File: src/rtl/seg_scan_decoder.sv
// seg_scan_decoder: receive side of the multiplexed 7-segment scan bus.
// Rebuilds the six BCD digits (HH:MM:SS) from the scan stream, checks
// protocol integrity and publishes a time only after STABLE_FRAMES
// consecutive identical error-free frames.
//
// Ports:
//   clk          system clock, same domain as the scan source
//   rst          asynchronous active-low reset
//   seg_com      digit select, active-low one-cold (0xFF = blank)
//   seg_data     segment pattern {a,b,c,d,e,f,g,dp}, active-high
//   time_bcd     published {h_ten,h_one,m_ten,m_one,s_ten,s_one}
//   frame_valid  one-cycle pulse when time_bcd is updated
//   locked       published value backed by error-free frames
//   frame_err    one-cycle pulse on a protocol error
//   err_code     last error: 1 com, 2 segment, 3 sequence, 4 range
//
// Optional feature: define SEG_SCAN_RANGE_CHECK_EN to reject frames whose
// digits are not a legal 24-hour time (err_code 4).
module seg_scan_decoder #(
  parameter int unsigned STABLE_FRAMES = 2
) (
  input  logic        clk,
  input  logic        rst,
  input  logic [7:0]  seg_com,
  input  logic [7:0]  seg_data,
  output logic [23:0] time_bcd,
  output logic        frame_valid,
  output logic        locked,
  output logic        frame_err,
  output logic [2:0]  err_code
);

  localparam int unsigned SEGW  = 8;
  localparam int unsigned DIGW  = 4;
  localparam int unsigned NDIG  = 6;
  localparam int unsigned TIMEW = NDIG * DIGW;
  localparam int unsigned CNTW  = 4;
  localparam int unsigned EXPW  = 3;
  localparam int unsigned CODEW = 3;

  localparam logic [CNTW-1:0]  CNT_MAX  = '1;
  localparam logic [CNTW-1:0]  STABLE_N = CNTW'(STABLE_FRAMES);
  localparam logic [EXPW-1:0]  EXP_LAST = EXPW'(NDIG);
  localparam logic [CODEW-1:0] ERR_COM  = CODEW'(1);
  localparam logic [CODEW-1:0] ERR_SEG  = CODEW'(2);
  localparam logic [CODEW-1:0] ERR_SEQ  = CODEW'(3);
  localparam logic [CODEW-1:0] ERR_RNG  = CODEW'(4);

  typedef enum logic [1:0] {
    S_HUNT    = 2'd0,
    S_GAP     = 2'd1,
    S_CAPTURE = 2'd2
  } state_t;

  logic [SEGW-1:0]  r_com, r_data;
  state_t           r_state, w_state_nxt;
  logic [EXPW-1:0]  r_exp, w_exp_nxt;
  logic [TIMEW-1:0] r_frame, w_frame_nxt;
  logic [TIMEW-1:0] r_cand, w_cand_nxt;
  logic [TIMEW-1:0] r_time, w_time_nxt;
  logic [CNTW-1:0]  r_cnt, w_cnt_nxt;
  logic             r_fv, w_fv_nxt;
  logic             r_locked, w_locked_nxt;
  logic             r_ferr, w_ferr_nxt;
  logic [CODEW-1:0] r_code, w_code_nxt;

  logic             w_blank, w_com_err, w_seg_bad;
  logic [EXPW-1:0]  w_slot;
  logic [DIGW-1:0]  w_digit;
  logic             w_match, w_pub, w_range_bad;
  logic [CNTW-1:0]  w_cnt_new;
  logic             w_err, w_wr_en;
  logic [CODEW-1:0] w_err_code;
  logic [EXPW-1:0]  w_wr_slot;
  logic             w_unused_dp;

  // Input register; com resets to an illegal code so HUNT waits for a real blank.
  always_ff @(posedge clk or negedge rst) begin
    if (!rst) begin
      r_com  <= '0;
      r_data <= '0;
    end else begin
      r_com  <= seg_com;
      r_data <= seg_data;
    end
  end

  assign w_unused_dp = r_data[0];

  // Slot decode from the one-cold digit select.
  always_comb begin
    w_blank   = 1'b0;
    w_com_err = 1'b0;
    w_slot    = '0;
    case (r_com)
      8'h7F:   w_slot = EXPW'(0);
      8'hBF:   w_slot = EXPW'(1);
      8'hDF:   w_slot = EXPW'(2);
      8'hEF:   w_slot = EXPW'(3);
      8'hF7:   w_slot = EXPW'(4);
      8'hFB:   w_slot = EXPW'(5);
      8'hFF:   w_blank = 1'b1;
      default: w_com_err = 1'b1;
    endcase
  end

  // Segment pattern to digit, decimal point excluded.
  always_comb begin
    w_seg_bad = 1'b0;
    w_digit   = '0;
    case (r_data[7:1])
      7'h7E:   w_digit = DIGW'(0);
      7'h30:   w_digit = DIGW'(1);
      7'h6D:   w_digit = DIGW'(2);
      7'h79:   w_digit = DIGW'(3);
      7'h33:   w_digit = DIGW'(4);
      7'h5B:   w_digit = DIGW'(5);
      7'h5F:   w_digit = DIGW'(6);
      7'h70:   w_digit = DIGW'(7);
      7'h7F:   w_digit = DIGW'(8);
      7'h7B:   w_digit = DIGW'(9);
      default: w_seg_bad = 1'b1;
    endcase
  end

  // Stability tracking for a completed frame.
  assign w_match   = (r_frame == r_cand);
  assign w_cnt_new = w_match ? ((r_cnt == CNT_MAX) ? r_cnt : r_cnt + CNTW'(1))
                             : CNTW'(1);
  // Publish only on the transition into STABLE_N, not while sitting there.
  assign w_pub     = (w_cnt_new == STABLE_N) && !(w_match && (r_cnt == STABLE_N));

`ifdef SEG_SCAN_RANGE_CHECK_EN
  assign w_range_bad = (r_frame[23:20] > 4'd2) ||
                       ((r_frame[23:20] == 4'd2) && (r_frame[19:16] > 4'd3)) ||
                       (r_frame[15:12] > 4'd5) ||
                       (r_frame[7:4] > 4'd5);
`else
  assign w_range_bad = 1'b0;
`endif

  // State and publish registers.
  always_ff @(posedge clk or negedge rst) begin
    if (!rst) begin
      r_state  <= S_HUNT;
      r_exp    <= '0;
      r_frame  <= '0;
      r_cand   <= '0;
      r_time   <= '0;
      r_cnt    <= '0;
      r_fv     <= 1'b0;
      r_locked <= 1'b0;
      r_ferr   <= 1'b0;
      r_code   <= '0;
    end else begin
      r_state  <= w_state_nxt;
      r_exp    <= w_exp_nxt;
      r_frame  <= w_frame_nxt;
      r_cand   <= w_cand_nxt;
      r_time   <= w_time_nxt;
      r_cnt    <= w_cnt_nxt;
      r_fv     <= w_fv_nxt;
      r_locked <= w_locked_nxt;
      r_ferr   <= w_ferr_nxt;
      r_code   <= w_code_nxt;
    end
  end

  // Next-state, frame capture and publish logic.
  always_comb begin
    w_state_nxt  = r_state;
    w_exp_nxt    = r_exp;
    w_frame_nxt  = r_frame;
    w_cand_nxt   = r_cand;
    w_time_nxt   = r_time;
    w_cnt_nxt    = r_cnt;
    w_fv_nxt     = 1'b0;
    w_locked_nxt = r_locked;
    w_ferr_nxt   = 1'b0;
    w_code_nxt   = r_code;
    w_err        = 1'b0;
    w_err_code   = '0;
    w_wr_en      = 1'b0;
    w_wr_slot    = w_slot;

    case (r_state)
      S_HUNT: begin
        if (w_blank) w_state_nxt = S_GAP;
      end
      S_GAP: begin
        if (w_com_err) begin
          w_err = 1'b1; w_err_code = ERR_COM;
        end else if (w_blank) begin
          w_state_nxt = S_GAP;
        end else if (w_seg_bad) begin
          w_err = 1'b1; w_err_code = ERR_SEG;
        end else if (w_slot == EXPW'(0)) begin
          w_wr_en     = 1'b1;
          w_exp_nxt   = EXPW'(1);
          w_state_nxt = S_CAPTURE;
        end else begin
          w_err = 1'b1; w_err_code = ERR_SEQ;
        end
      end
      S_CAPTURE: begin
        if (w_com_err) begin
          w_err = 1'b1; w_err_code = ERR_COM;
        end else if (w_blank) begin
          if (r_exp != EXP_LAST) begin
            w_err = 1'b1; w_err_code = ERR_SEQ;
          end else if (w_range_bad) begin
            w_err = 1'b1; w_err_code = ERR_RNG;
          end else begin
            w_state_nxt = S_GAP;
            w_cand_nxt  = r_frame;
            w_cnt_nxt   = w_cnt_new;
            if (w_pub) begin
              w_time_nxt   = r_frame;
              w_fv_nxt     = 1'b1;
              w_locked_nxt = 1'b1;
            end
          end
        end else if (w_seg_bad) begin
          w_err = 1'b1; w_err_code = ERR_SEG;
        end else if (w_slot == r_exp - EXPW'(1)) begin
          w_wr_en = 1'b1;
        end else if (w_slot == r_exp) begin
          w_wr_en   = 1'b1;
          w_exp_nxt = r_exp + EXPW'(1);
        end else begin
          w_err = 1'b1; w_err_code = ERR_SEQ;
        end
      end
      default: w_state_nxt = S_HUNT;
    endcase

    // Slot 0 lands in the most significant nibble.
    for (int i = 0; i < int'(NDIG); i++) begin
      if (w_wr_en && (w_wr_slot == EXPW'(i)))
        w_frame_nxt[TIMEW-1-DIGW*i -: DIGW] = w_digit;
    end

    if (w_err) begin
      w_ferr_nxt   = 1'b1;
      w_code_nxt   = w_err_code;
      w_locked_nxt = 1'b0;
      w_cnt_nxt    = '0;
      w_state_nxt  = S_HUNT;
    end
  end

  assign time_bcd    = r_time;
  assign frame_valid = r_fv;
  assign locked      = r_locked;
  assign frame_err   = r_ferr;
  assign err_code    = r_code;

endmodule

File: config.mk
export PLATFORM = sky130hd
export DESIGN_NAME = seg_scan_decoder
export DESIGN_NICKNAME = d
export VERILOG_FILES = /design/src/rtl/seg_scan_decoder.sv
export SDC_FILE = /design/constraint.sdc
export NUM_CORES = 1
export LEC_CHECK = 0
export CORE_MARGIN = 2
export CORE_UTILIZATION = 40
export DETAILED_ROUTE_END_ITERATION = 10
export SLEW_MARGIN = 25
export SYNTH_ARGS = -nofsm -noshare
export SYNTH_HDL_FRONTEND = slang
export SYNTH_SLANG_ARGS = --single-unit
File: constraint.sdc
create_clock -name clk -period 4.9 [get_ports clk]
set_input_delay 0.735 -clock clk [delete_from_list [all_inputs] [get_ports clk]]
set_output_delay 0.735 -clock clk [all_outputs]
set_load 0.01 [all_outputs]
### Word-level counts from Yosys, hierarchy flattened

Cells that the tools add are included.

* register bits after elaboration: 103
* input bits: 18
* word-level logic and storage cells: 167

* add/sub/neg operators: 3
* equal/unequal tests: 48
* multiplexer cells: 74
* bitwise logic cells: 1
* reductions and logical operators: 24

Operators with widths (count)
* equality test 7 bit (second input constant): 8
* equality test 8 bit (second input constant): 6
* one-hot mux 4 bit (9 select lines): 1
* two-way mux 2 bit: 17
* two-way mux 3 bit: 11
* two-way mux 1 bit: 32
* two-way mux 4 bit: 7
* equality test 24 bit: 1
* != test 2 bit (second input constant): 10
* != test 3 bit (second input constant): 6
* one-hot mux 3 bit (5 select lines): 1
* equality test 7 x 6 -> 1 bit (second input constant): 2
* one-hot mux 3 bit (2 select lines): 2
* AND reduction 10 bit: 1
* AND reduction 5 bit: 2
* nonzero test 2 bit: 5
* OR reduction 10 bit: 1
* equality test 4 x 2 -> 1 bit (second input constant): 2
* equality test 8 x 7 -> 1 bit (second input constant): 1
* logical AND 1 bit: 8
* != test 4 bit (second input constant): 2
* AND reduction 4 bit: 2
* AND reduction 7 bit: 1
* OR reduction 7 bit: 1
* 16 further kinds: 20

### Logic depth before layout (Yosys ltp)

* word-level depth: 11
* mapped depth: 10
* depth with buffers taken out: 8

### Worst setup path before layout

OpenSTA, ideal clock, no wires.

* kind: register to register
* start: register r_state[0]
* end: register r_time[10], in the netlist time_bcd[10]
* arrival time: 2546 ps
* data required time: 4775 ps
* path slack: 2230 ps
* cell stages (with the launch flop): 10
* buffers on the path: 2
* path through: dfrtp_1 inv_1 ha_1 clkbuf_1 inv_1 nor3_2 nand2_1 nor3_4 buf_4 mux2_2

* word-level cells in the longest chain between the ends: 2

Ends and longest elaborated chain
* from (decl): RTL line 56 `state_t r_state, w_state_nxt;`
* from (signal assigned): RTL line 156 `r_state <= w_state_nxt;`
* equality test 2 bit: RTL line 186 `case (r_state)`
* AND reduction 5 bit (no source line)
* to (signal assigned): RTL line 160 `r_time <= w_time_nxt;`
* to (decl): RTL line 60 `logic [TIMEW-1:0] r_time, w_time_nxt;`

Every way passes these cells.
A chain may end at the register's enable or synchronous reset.

### Worst setup path in the final report

* start: register r_com[4]
* end: register r_frame[4]

* word-level cells in the longest chain between the ends: 10
* elaborated cells on any way between the ends: 25
* those cells by class: 10 x eq/ne; 12 x mux; 3 x reduce/logical

Ends and longest elaborated chain
* from (decl): RTL line 55 `logic [SEGW-1:0] r_com, r_data;`
* from (signal assigned): RTL line 83 `r_com <= seg_com;`
* equality test 8 bit: RTL line 95 `case (r_com)`
* one-hot mux 3 bit (5 select lines): RTL line 95
* equality test 3 bit: RTL line 227 `end else if (w_slot == r_exp) begin`
* two-way mux 1 bit: RTL line 227
* two-way mux 1 bit: RTL line 225 `end else if (w_slot == r_exp - EXPW'(1)) begin`
* two-way mux 1 bit: RTL line 223 `end else if (w_seg_bad) begin`
* two-way mux 1 bit: RTL line 208 `end else if (w_blank) begin`
* two-way mux 1 bit: RTL line 206 `if (w_com_err) begin`
* one-hot mux 1 bit (2 select lines): RTL line 186
* logical AND 1 bit *: RTL line 239 `if (w_wr_en && (w_wr_slot == EXPW'(i)))`
* to (signal assigned): RTL line 158 `r_frame <= w_frame_nxt;`
* to (decl): RTL line 58 `logic [TIMEW-1:0] r_frame, w_frame_nxt;`

Mark *: on every way between the ends. The rest lies on a longest branch, timed or not.

==> results.yml <==
run_status:
  status: "complete, no violations"
timing:
  max_clock_freq_mhz: 336
  finalHoldViolCount: 0
  finalCritPeriodShare_pct: 60.7
  report.final.slew_viol_count: 0
  period_needed_ps: 2980
  totalNegativeSetupSlack_ps: 0
  tightest_slew_ps: 986
  setup_viol: 0
  clock_skew_ps: 12.0
  relSlewSlack_pct: 34.2
  rsz0062_at_grt: "no"
grt:
  antenna_found_initial: 0
  overflow: 0
  grtUsageTotal_pct: 15.7
  grt_pass1_wl_mm: 15.9
  grt_pass1_vias: 3207
  grt_max_degree: 63
power_and_ir_drop:
  ir_drop_mv: 0.183
  powerDensity_nw_per_um2: 340
  p_leak_nw: 2.80
  p_int_mw: 1.48
  switching_power_uw: 479
  clkPwrFrac_pct: 41.8
  p_comb_share_pct: 13.1
  p_seq_share_pct: 45.1
  switching_share_pct: 24.4
clock_tree:
  cts_setup_buffers: 0
  postCtsHoldBufs: 0
  tritoncts: "yes"
  cts.sinks: 101
  cts_made_buffers: 9
  cts.repair.resized: 0
  htree_num_levels: 3
  cts.reportedPaths.clkPinSlew_ps: 60
  clockBufferDepth: 2
  clkLatencyLatePin_ps: 340
  cts_root_buf: "clkbuf_16"
detailed_routing:
  routed_via_density: 5.23
  drt_first_pass_iters: 4
  wl_mm: 9.69
  via_count: 3316
  drtIter0Drc: 174
  drc: 0
  wl_per_cell_um: 15.3
  ant_nets: 0
flow_run:
  cap_violations: 0
floorplanning:
  rows: 40
  coreArea_um2: 12000
  die_x_um: 114
  ios: 48
  dieArea_um2: 13100
  start_util_pct: 40.7
  die_height_um: 114
layout:
  diodes: 0
  drive_gt1_share_pct: 15.8
  area_delta_synth_final_pct: 18.6
  multi_input_area_um2: 2190
  register_area_um2: 2530
  mostFrequentLayoutCells: "101 x dfrtp_1, 86 x nand2_1, 45 x mux2_2"
  layout.nets: 509
  final_common_cell: "dfrtp_1"
  fin_area_um2: 5770
  fill_cells: 1070
placement:
  post-dp-hpwl_mm: 6.75
  gp_congestion: 0.825
  portBuffers: 45
  place_area_um2: 5420
yosys:
  syn_avg_cell_area_um2: 11.0
  seq_area_frac_synth_pct: 51.9
  syn_nets: 469
  syn-instance-count: 442
  synth-async-reset-ratio_pct: 100
  ys.flop_type: "dfrtp_1"
  synth_seq_cells: 101
  ys_types: 57
  synth_warnings: 0
  synth_edf_count: 0
  synth_area_um2: 4870
critical_path:
  worstSetupStartpointType: "register"
  cp-end-kind: "register"
  critPathMaxFanout: 16
  worstPathArrival_ps: 3200
  cp_data_required_time_ps: 5120
  path_class: "register to register"
  ff2ff_setup_slack_ps: 1920
min_path:
  hp-class: "input pin to async pin"
-- registers in the layout (all words and copies together), names as in the netlist --
signal and count:
err_code 2, frame_err 1, frame_valid 1, locked 1, r_cand 24, r_cnt 4
r_com 8, r_data 7, r_exp 3, r_frame 24, r_state 2, time_bcd 24
-- cells by family after synthesis --
group           synth area share [%]
fa+ha+maj                       2.31
mux                             12.7
buf+inv                         3.01
xor+xnor                        5.58
compound gates                  6.92
other cells                   0.0770
flops                           51.9
simple gates                    17.5
-- layer usage --
| metal | routed length, um | global-route usage [%] |
|---|---|---|
| met1 | 4240 | 19.0 |
| met2 | 5030 | 27.8 |
| met3 | 371 | 4.50 |
| met4 | 54 | 3.41 |
| met5 | 0 | 0 |
-- synth_stat cells, types with 2 or more instances --
cell type	instances	area (um^2)
xnor2_1	12	105
nor2_1	13	48.8
mux2_2	45	507
a311o_1	2	20.0
nor3b_1	2	15.0
and3b_1	3	26.3
buf_4	8	60.1
inv_1	11	41.3
o21ai_0	4	20.0
mux2i_1	5	50.1
and3_1	6	37.5
nor4_1	4	25.0
o211ai_1	4	30.0
and4_1	2	17.5
nand2_1	86	323
o211a_1	2	20.0
or3_1	6	37.5
nand2b_1	3	18.8
nor3_1	10	50.1
xor2_1	19	166
o21ba_2	2	20.0
a21oi_1	11	55.1
a21o_1	3	22.5
buf_2	3	15.0
or2_2	2	12.5
dfrtp_1	101	2530
mux2_4	4	60.1
ha_1	9	113
clkbuf_1	8	30.0
a211oi_1	4	30.0
nand4_1	7	43.8
a21boi_0	2	15.0
nor2b_1	5	31.3
nand3_1	11	55.1
-- through the flow --
step           utilization [%]  std cells  setup WS [ps]  hold slack, ps  power [mW]
3_5_place_dp              45.3        618           1930             482        1.16
3_3_place_gp              45.3        618           1960             478        1.15
6_report                  48.2        634           1920             475        1.96
4_1_cts                   48.2        634           1930             499        2.00
2_1_floorplan                -        442           2230             439        1.07
5_1_grt                   48.2        634           1770             515        2.06
-- final cells by class --
class / instances / share of cell area [%]
flip-flops and latches: 101 / 43.8
multi-input cells: 311 / 38.0
repair buffers: 48 / 8.15
clock buffers: 10 / 4.14
well taps: 147 / 3.19
clock inverters: 6 / 1.99
inverters: 11 / 0.716
-- power groups by stage --
stage	clock network, mW	logic (mW)	registers, mW
after floorplan	0	0.171	0.897
after global placement	0	0.252	0.901
after detailed placement	0	0.259	0.902
after CTS	0.848	0.261	0.886
after global routing	0.879	0.294	0.889
final	0.820	0.258	0.886
-- worst paths after layout --
path                                 from    endpoint  cells past startpoint
max in group asynchronous             rst  r_cand[13]                      2
min in group clk                r_cand[4]   r_cand[4]                      2
worst min register to register  r_cand[4]   r_cand[4]                      2
worst max-delay path             r_com[4]  r_frame[4]                      7
worst max register to register   r_com[4]  r_frame[4]                      7
worst min-delay path                  rst   r_data[2]                      1
-- worst max-delay path: stages, from the launching register on --
cell,delay [ps]
dfrtp_1,620
and3b_1,250
a211o_1,270
o211a_1,160
nor4b_4,360
o311ai_1,210
or4_1,620
mux2_4,360
Note: power is estimated with default switching activity, not from simulation.
